==> config.mk <==
export PLATFORM = sky130hd
export DESIGN_NAME = timer
export DESIGN_NICKNAME = d
export VERILOG_FILES = /design/src/rtl/parking_pkg.sv /design/src/rtl/timer_tick_gen.sv /design/src/rtl/timer.sv
export SDC_FILE = /design/constraint.sdc
export NUM_CORES = 1
export LEC_CHECK = 0
export CAP_MARGIN = 20
export CORE_UTILIZATION = 35
export CTS_BUF_LIST = sky130_fd_sc_hd__clkbuf_4 sky130_fd_sc_hd__clkbuf_8 sky130_fd_sc_hd__clkbuf_16
export CTS_CLUSTER_SIZE = 20
export DETAILED_ROUTE_END_ITERATION = 6
export PLACE_DENSITY = 0.62
export REMOVE_ABC_BUFFERS = 1
export SLEW_MARGIN = 20
export SYNTH_ARGS = -nofsm -noshare
export SYNTH_HDL_FRONTEND = slang
export SYNTH_SLANG_ARGS = --single-unit
==> constraint.sdc <==
create_clock -name clk -period 2.45 [get_ports clk]
set_input_delay 0.49 -clock clk [delete_from_list [all_inputs] [get_ports clk]]
set_output_delay 0.49 -clock clk [all_outputs]
set_load 0.005 [all_outputs]
==> src/rtl/parking_pkg.sv <==
// -----------------------------------------------------------------------------
// parking_pkg
//
// Shared constants and helpers for the parking-system timing blocks.
//
// Contents:
//   TIMER_WIDTH       width of the elapsed-time stamp handed to entry/exit logic
//   CLK_FREQ_HZ       nominal system clock frequency
//   TICK_DIV_DEFAULT  prescale used when a target does not override it
//                     (increment every clock)
//   TICK_DIV_1HZ      prescale for one increment per second on the board
//   timestamp_t       type of a sampled timer value
//   elapsed()         modulo-2^TIMER_WIDTH duration between two stamps
//   div_cnt_width()   width of the prescaler counter for a given divide ratio
// -----------------------------------------------------------------------------
package parking_pkg;

  localparam int TIMER_WIDTH      = 10;
  localparam int CLK_FREQ_HZ      = 100_000_000;
  localparam int TICK_DIV_DEFAULT = 1;
  localparam int TICK_DIV_1HZ     = CLK_FREQ_HZ;

  typedef logic [TIMER_WIDTH-1:0] timestamp_t;

  // The counter wraps with no overflow flag, so a duration is always the
  // modular difference of two stamps. Valid as long as a car stays for fewer
  // than 2^TIMER_WIDTH ticks.
  function automatic timestamp_t elapsed(input timestamp_t t_exit,
                                         input timestamp_t t_entry);
    return timestamp_t'(t_exit - t_entry);
  endfunction

  // clog2 of the divide ratio, but never narrower than one bit so the
  // prescaler register always has a legal declaration.
  function automatic int div_cnt_width(input int div);
    return (div > 1) ? $clog2(div) : 1;
  endfunction

endpackage

==> src/rtl/timer_tick_gen.sv <==
// -----------------------------------------------------------------------------
// timer_tick_gen
//
// Timebase prescaler for the parking timer. Produces a one-cycle-wide enable
// that is high on every TICK_DIV-th rising edge after reset release, so the
// k-th tick qualifies the (k*TICK_DIV)-th edge.
//
// Parameters:
//   TICK_DIV  clk cycles per tick, >= 1. 1 means tick on every edge.
//
// Ports:
//   clk    input   1  system clock, rising edge
//   reset  input   1  asynchronous, active-high; clears the prescale phase
//   tick   output  1  count enable for the edge that follows
// -----------------------------------------------------------------------------
module timer_tick_gen
  import parking_pkg::*;
#(
  parameter int TICK_DIV = TICK_DIV_DEFAULT
) (
  input  logic clk,
  input  logic reset,
  output logic tick
);

  generate
    if (TICK_DIV <= 1) begin : g_bypass
      // Every edge is a tick edge, so there is no phase to track. Tick is
      // held low while reset is asserted so nothing downstream sees an
      // enable during reset.
      logic w_unused_clk;

      assign w_unused_clk = clk;
      assign tick         = ~reset;
    end else begin : g_div
      localparam int                DIV_W    = div_cnt_width(TICK_DIV);
      localparam logic [DIV_W-1:0]  DIV_LAST = DIV_W'(TICK_DIV - 1);

      logic [DIV_W-1:0] r_div_cnt;
      logic             w_last;

      // The edge on which the phase counter sits at its last value is the
      // tick edge: the counter wraps and the count register advances on that
      // same edge. After release the phase starts at 0, so the first tick
      // lands on edge TICK_DIV.
      assign w_last = (r_div_cnt == DIV_LAST);

      always_ff @(posedge clk or posedge reset) begin
        if (reset) begin
          r_div_cnt <= '0;
        end else if (w_last) begin
          r_div_cnt <= '0;
        end else begin
          r_div_cnt <= r_div_cnt + 1'b1;
        end
      end

      // r_div_cnt is 0 throughout reset and DIV_LAST is nonzero here, so
      // tick is already low during reset without further gating.
      assign tick = w_last;
    end
  endgenerate

endmodule

==> src/rtl/timer.sv <==
// -----------------------------------------------------------------------------
// timer
//
// Free-running elapsed-time counter for the parking system. The count
// advances by one on every timebase tick and wraps from 2^COUNT_WIDTH-1 to 0.
// Entry/exit logic samples it and takes modular differences (see
// parking_pkg::elapsed).
//
// Parameters:
//   COUNT_WIDTH  width of timer_count (10 in the parking top level)
//   TICK_DIV     clk cycles per increment, >= 1
//
// Ports:
//   clk          input   1            system clock, rising edge (100 MHz nom.)
//   reset        input   1            asynchronous, active-high
//   timer_count  output  COUNT_WIDTH  current count, straight from a flop
// -----------------------------------------------------------------------------
module timer
  import parking_pkg::*;
#(
  parameter int COUNT_WIDTH = TIMER_WIDTH,
  parameter int TICK_DIV    = TICK_DIV_DEFAULT
) (
  input  logic                   clk,
  input  logic                   reset,
  output logic [COUNT_WIDTH-1:0] timer_count
);

  logic                   w_tick;
  logic [COUNT_WIDTH-1:0] r_count;

  timer_tick_gen #(
    .TICK_DIV (TICK_DIV)
  ) u_tick_gen (
    .clk   (clk),
    .reset (reset),
    .tick  (w_tick)
  );

  // Plain binary increment: rolling over to 0 is the intended behaviour,
  // there is no saturation and no overflow indication.
  always_ff @(posedge clk or posedge reset) begin
    if (reset) begin
      r_count <= '0;
    end else if (w_tick) begin
      r_count <= r_count + 1'b1;
    end
  end

  assign timer_count = r_count;

endmodule

# Word-level counts from Yosys, hierarchy flattened
# Cells that the tools add are included.
[word_totals] memories=0 inputBits=2 latch_bits=0 output_inout_bits=10 ram_bits=0 wordCells=2 ff_bits=10 rom_bits=0
[classes] add_sub_neg=1 bitwise=0 eq_ne=0 n_reduce_logical=0 multipliers=0 shift=0 div=0 n_lt_le_gt_ge=0 mux=0
[ops] operator="10-bit by 1-bit adder with 10-bit output, second input constant" count=1

# Logic depth before layout (Yosys ltp)
[logic_depth] depth_word=1 depth_mapped=3 depth_no_buf=3

# Cells and area by module
# Synthesis repeated with hierarchy kept, for this count alone.
[hier_totals] hier_cells=38 area_unflattened_um2=456.7
[modules_own_cells] module="timer" area_each_um2=452.9 cells_each=37 n_inst=1 seq_area_each_um2=250.2
[modules_own_cells] module="timer_tick_gen" area_each_um2=3.8 cells_each=1 n_inst=1 seq_area_each_um2=0.0

# Worst setup path before layout
# OpenSTA, ideal clock, no wires.
[synth_path] kind="reg2reg" from="register r_count[0], in the netlist timer_count[0]" to="register r_count[1], in the netlist timer_count[1]" n_path_buf=0 period_less_slack_ns=1.094 setup_ns=0.127 slack_ns=1.356 t_arrival_ns=0.967 required_ns=2.323 path_stages_with_launch=3 path_cell_list="dfrtp_1 -> ha_1 -> mux2_1"
[synth_via] elab_chain_cells=1
[synth_lines] item="from (decl)" line="timer.sv:30" source="logic [COUNT_WIDTH-1:0] r_count;"
[synth_lines] item="from (signal assigned)" line="timer.sv:46" source="r_count <= r_count + 1'b1;"
[synth_lines] item="10-bit by 1-bit adder with 10-bit output" line="timer.sv:46"
# No other way between the ends.
# A chain may end at the register's enable or synchronous reset.

# Worst setup path after layout
[layout_path] from="register r_count[3], in the netlist timer_count[3]" to="output port timer_count[3]"
[layout_lines] item="to (decl)" line="timer.sv:26" source="output logic [COUNT_WIDTH-1:0] timer_count"
# No word-level cell between the ends.

==> results.txt <==
- The setup path with the least slack is of type reg2out.
* Final Max Slew Viols: 0
- Number of gates given a new drive strength after cts: 0
- The top cell types in the final layout, fill and taps aside, are 11 x clkdlybuf4s50_1, 10 x dfrtp_1, 6 x xnor2_1.
- Count of different cell masters after synthesis: 15
- Startpoint Class: flip-flop
- Maximum resistive drop on vdd: 0.481 mV
- Synthesis inferred 10 register bits.
* Cells after synthesis: 37
- Post-synth top area cell: dfrtp_1
- In the routed design, unresolved DRC markers number 0.
* Internal reg-to-reg setup slack: 1.32 ns
* Die span in y: 38.4 um
- Setup repair after global routing missed its margin: no
- Final count of negative-setup-slack endpoints: 0
* Total CTS buffers: 3
- During placement, the flow inserted port buffers numbering 11.
* Worst Max-Slew Pin Slew: 0.230 ns
- CTS Hold Bufs: 0
* Detailed Route WL: 795 um
- The repair_antennas step left the layout with diodes totalling 0.
* GRT Total Usage: 14.2%
- The number of buffers and inverters on the critical path is 1.
- Clk Latency, worst-skew pair: 0.25 ns
- From synthesis to final layout, the design area changed by 34.0%.
- The die covers 1480 um^2.
- Pin count of the biggest net entering global routing: 12
- Of the cells placed in the final design, the portion with a size suffix greater than 1 is 13.5%.
- Kind of capture point of the worst setup path: primary output
- Dividing the detail-routed wire length by the instance count gives 12.0 um.
- Final Hold Violating Endpoints: 0
- For this design the static power due to leakage is 0.283 nW.
- Remaining Overflow, GRT: 0
- After routing, the total negative slack on setup checks comes to 0 ns.
- Broken down by cell family, the worst path's largest delay share belongs to buffers and inverters.
- Detailed placer's ending HPWL: 581 um
- Crit path DAT: 1.27 ns
* Clock period minus final worst setup slack: 1.76 ns
* Max-capacitance violation count: 0
- Cell with the biggest individual delay on the critical path: clkdlybuf4s50_1
- The cell sitting at the root of the clock tree is a clkbuf_4.
- Initial antenna violation count: 0
- By area the synthesized netlist is led by dfrtp_1 54%, xnor2_1 11%, xor2_1 5.7%.
- Number of placed cells counting well taps: 63
- The register with the most flip-flops in the layout has 10 of them.
* Sink count of the clock tree: 10
- Post-route clock skew: 0.000341 ns
* Row count: 12
* Register area share after synthesis: 53.9%
* Path category of the worst min-delay check: reg2reg
- Vias after detailed routing: 335
- Using the TritonRoute via totals, the vias-per-cell ratio works out to 5.08.
* Number of buffers added for setup after CTS: 0
- Average cell area after synthesis: 12.5 um^2
* Number of warnings reported in the yosys synthesis log: 0
* Die outline width: 38.4 um
- The flow ran to the end, and the final reports show no timing, DRC or antenna violations.
* Power per cell area: 1060 nW/um^2
* Final critical-path share of the clock period: 71.7%
* Nets: 57
- Initial core utilization: 39.6%
- Vias in the first global route: 318
* Peak per-stage delay on the critical path: 0.55 ns
* Final cell count without fillers: 66
- The cell area that synthesis handed to floorplanning was 464 um^2.
- The library cell used most frequently in the layout, excluding fill and tap cells, is clkdlybuf4s50_1.
- Maximum root-to-sink buffer count: 2
- Placer congestion estimate: 0.730
- Critical Path Fanout Max: 5
* First DRT Iteration DRCs: 0
- CORE AREA: 1170 um^2
- For this run, the detailed router's first-pass iteration total came to 1.
- Area fraction of the dominant cell type after synthesis: 53.9%
- Static timing analysis puts the maximum clock frequency at 570 MHz.
- First-pass GRT wire length: 1.30 mm
* TritonCTS clock tree: done
- Walking the worst path, the cells encountered are clkdlybuf4s50_1.
- Clock-pin slew was measured on the worst setup and hold paths at 0.06 ns.
- I/O pin total: 12
- In this run the number of H-tree levels came out at 1.
* Max transition margin: 84.7%
* Number of antenna-violating nets in the routed design: 0
- For the worst setup path, the data required time is 1.96 ns.
-- cell type report --
class                      instances  area (um^2)
multi-input combinational         26          210
timing repair buffer              12          118
fill                             111          549
clock buffer                       3         22.5
sequential                        10          250
tap                               14         17.5
inverter                           1         3.75
-- path summary, 6_finish.rpt --
kind / from / end / cells after the start
min in group asynchronous: reset / timer_count[2]$_DFFE_PP0N_ / 3
worst min-delay path: timer_count[9]$_DFFE_PP0N_ / timer_count[9]$_DFFE_PP0N_ / 1
worst max register to register: timer_count[0]$_DFFE_PP0N_ / timer_count[1]$_DFFE_PP0N_ / 2
worst min register to register: timer_count[9]$_DFFE_PP0N_ / timer_count[9]$_DFFE_PP0N_ / 1
max in group asynchronous: reset / timer_count[7]$_DFFE_PP0N_ / 3
worst max-delay path: timer_count[3]$_DFFE_PP0N_ / timer_count[3] / 1
-- synth_stat cells --
library cell	instances
nor3_2	2
nand2_1	3
xnor2_1	6
dfrtp_1	10
nor2b_1	1
and3_1	1
nor2_1	1
nand4b_4	1
and4b_1	1
ha_1	1
xor2_1	3
inv_1	1
mux2_1	1
nand4_1	1
nand3_1	4
-- metal layers --
metal,GRT usage (%),part of all wire (%)
met5,0,0
met4,15.5,1.0
met3,3.49,3.9
met2,19.5,51
met1,17.0,44
-- power breakdown --
group	switching, W	total, W	internal [W]
Clock	0.0000498	0.000106	0.0000564
Combinational	0.0000797	0.000236	0.000156
Sequential	0.0000942	0.000316	0.000222
-- through the flow --
stage | area, um^2 | hold slack, ns | total power, W | util [%] | setup WS [ns]
3_3_place_gp | 599 | 0.454 | 0.000549 | 51.2 | 0.797
5_1_grt | 622 | 0.493 | 0.000712 | 53.1 | 0.614
3_5_place_dp | 599 | 0.460 | 0.000558 | 51.2 | 0.749
2_1_floorplan | 464 | 0.338 | 0.000410 | - | 1.36
6_report | 622 | 0.465 | 0.000658 | 53.1 | 0.694
4_1_cts | 622 | 0.472 | 0.000671 | 53.1 | 0.676
-- cells by family after synthesis --
family | synth area share, %
simple gates | 23.2
flops | 53.9
xor+xnor | 17.0
buf+inv | 0.808
mux | 2.43
fa+ha+maj | 2.69
Note: power is estimated with default switching activity, not from simulation.
==> variant (same settings) <==
`TIMER_WIDTH`: 10 -> 20.
--- a/src/rtl/parking_pkg.sv
+++ b/src/rtl/parking_pkg.sv
@@ -16,5 +16,5 @@
 package parking_pkg;
 
-  localparam int TIMER_WIDTH      = 10;
+  localparam int TIMER_WIDTH      = 20;
   localparam int CLK_FREQ_HZ      = 100_000_000;
   localparam int TICK_DIV_DEFAULT = 1;
Interface: changed (resized timer_count); port bits go from 12 to 22. No check against the original RTL was run, so the function may have changed too.
==> variant against the original RTL <==
Sequential cell count rose by 10; sequential power rose by 50%; power rose by 31%; final area rose by 90%; area after synthesis rose by 94%; setup slack got worse by 0.048 ns; sequential share of layout area rose by 2.2 points; routed wire length rose by 98%; first-iteration DRC count rose by 5; largest power group unchanged.
==> variant: results (changes against the original RTL) <==
* Grt met1 use at 0.189 (was 0.170)
* Vias at 616 (was 335)
* Post-synthesis xor/xnor area fraction at 0.184 (was 0.170)
* Vias in the first global route at 593 (was 318)
* Largest register FFs at 20 (was 10)
* Peak VDD IR at 468 uV (was 481 uV)
* Largest net degree at the start of global routing at 21 (was 12)
* Met2 usage at 0.207 (was 0.195)
* Layout cells sized above 1 at 0.104 (was 0.135)
* Synth Area in Compound Gates at 0 (unchanged)
* RD Place Congestion at 0.725 (was 0.730)
* Root Driver: clkbuf_4 (unchanged)
* Seq/Total Area, Yosys at 0.555 (was 0.539)
* Crit path max fanout at 4 (was 5)
* CP peak stage delay at 0.55 ns (about the same)
* Placed instance area at 1160 sq um (was 599 sq um)
* Initial antenna violation count at 0 (unchanged)
* Post-synthesis mux area share at 0.0125 (was 0.0243)
* Ant. Diodes at 0 (unchanged)
* Initial drt markers at 5 (was 0)
* Yosys warns at 0 (unchanged)
* Total GRT Usage at 0.139 (was 0.142)
* CTS H-Tree Depth at 1 (unchanged)
* Maxcap violations at 0 (unchanged)
* Most instantiated cells after synthesis: 20 x dfrtp_1, 14 x xnor2_1, 6 x nand2_1 (was 10 x dfrtp_1, 6 x xnor2_1, 4 x nand3_1)
* Final #Nets at 101 (was 57)
* Clock Tree Buf Depth at 2 (unchanged)
* Total area of sequential cells at 500 sq um (was 250 sq um)
* Async SR Flop Fraction at 1.00 (unchanged)
* Cts repair resizes at 0 (unchanged)
* Yosys cell types at 18 (was 15)
* Worst min-delay path class: flip-flop to flip-flop (unchanged)
* Final hold vios at 0 (unchanged)
* Worst skew pair latency at 0.28 ns (was 0.25 ns)
* Total gr overflow at 0 (unchanged)
* Static Leak at 0.542 nW (was 0.283 nW)
* Final setup violation count at 0 (unchanged)
* Critical path's top delay family: buffers and inverters (unchanged)
* Status: finished clean (unchanged)
* Clock slew at reported path FFs at 0.10 ns (was 0.06 ns)
* Largest cells by area after synthesis: dfrtp_1 55%, xnor2_1 14%, xor2_1 4.9%, nand4_1 3.5%, nand3_1 2.8% (was dfrtp_1 54%, xnor2_1 11%, xor2_1 5.7%, nand4b_4 5.1%, nand3_1 4.3%)
* Crit path max-delay cell type: clkdlybuf4s50_1 (unchanged)
* Filler Cells Inserted at 240 (was 111)
* Rel. slew slack at 0.804 (was 0.847)
* I/O Buffers at 21 (was 11)
* First-pass iteration count of the detailed router at 4 (was 1)
* Final clock skew at 0.00107 ns (was 0.000341 ns)
* Wire length per cell at 12.5 microns (was 12.0 microns)
* M3 GR Usage at 0.0290 (was 0.0349)
* Post-CTS setup buffer count at 0 (unchanged)
* Arrival @ worst endpoint at 1.31 ns (was 1.27 ns)
* Num CTS Buffers at 3 (unchanged)
* Adder-cell share of the synthesized area at 0.0139 (was 0.0270)
* Hpwl dp at 1180 microns (was 581 microns)
* First-pass GRT wire length at 2680 microns (was 1300 microns)
variant: area by class of cell:
class	instances	share of cell area
Tap cell	30	0.0318
Multi-Input combinational cell	49	0.334
Sequential cell	20	0.424
Timing Repair Buffer	22	0.185
Inverter	2	0.00636
Clock buffer	3	0.0191
variant: metrics by stage:
step	hold WS [ns]	utilization	total power, W	instances	setup WS [ns]
finish	0.480	0.481	0.000863	126	0.646
global route	0.503	0.481	0.000934	126	0.539
CTS	0.480	0.481	0.000879	126	0.615
detailed placement	0.466	0.471	0.000726	123	0.401
global placement	0.462	0.471	0.000722	123	0.427
floorplan	0.462	-	0.000584	71	0.991
variant: power breakdown:
group	internal [W]	switching, W
Clock	0.0000571	0.0000884
Sequential	0.000386	0.0000874
Combinational	0.000156	0.0000884
variant: cell families after synthesis:
| kind of cell | after synthesis |
|---|---|
| xor gates and xnor gates | 19 |
| adders and majority gates | 1 |
| buffers and inverters | 2 |
| DFF | 20 |
| muxes | 1 |
| and+or+nand+nor | 28 |
variant: layer usage:
layer,wire (microns),up-vias
met5,0,-
met4,0,0
met3,62,0
met2,749,16
met1,765,302
li1,-,298
variant: worst paths after layout:
kind                                        startpoint                     endpoint  slack (ns)  depth (start not counted)
setup / recovery            timer_count[2]$_DFFE_PP0N_               timer_count[2]        0.65                          1
hold / removal             timer_count[19]$_DFFE_PP0N_  timer_count[19]$_DFFE_PP0N_        0.48                          1
setup reg to reg            timer_count[0]$_DFFE_PP0N_  timer_count[16]$_DFFE_PP0N_        0.88                          5
hold reg to reg            timer_count[19]$_DFFE_PP0N_  timer_count[19]$_DFFE_PP0N_        0.48                          1
max in group asynchronous                        reset  timer_count[14]$_DFFE_PP0N_        1.58                          3
min in group asynchronous                        reset   timer_count[1]$_DFFE_PP0N_        0.67                          3
variant: worst register-to-register path, delay by kind of cell, from the launching register on:
| family | cells | cell delay [ns] |
|---|---|---|
| DFF | 1 | 0.45 |
| xor gates and xnor gates | 1 | 0.14 |
| and+or+nand+nor | 3 | 0.62 |
| adders and majority gates | 1 | 0.25 |
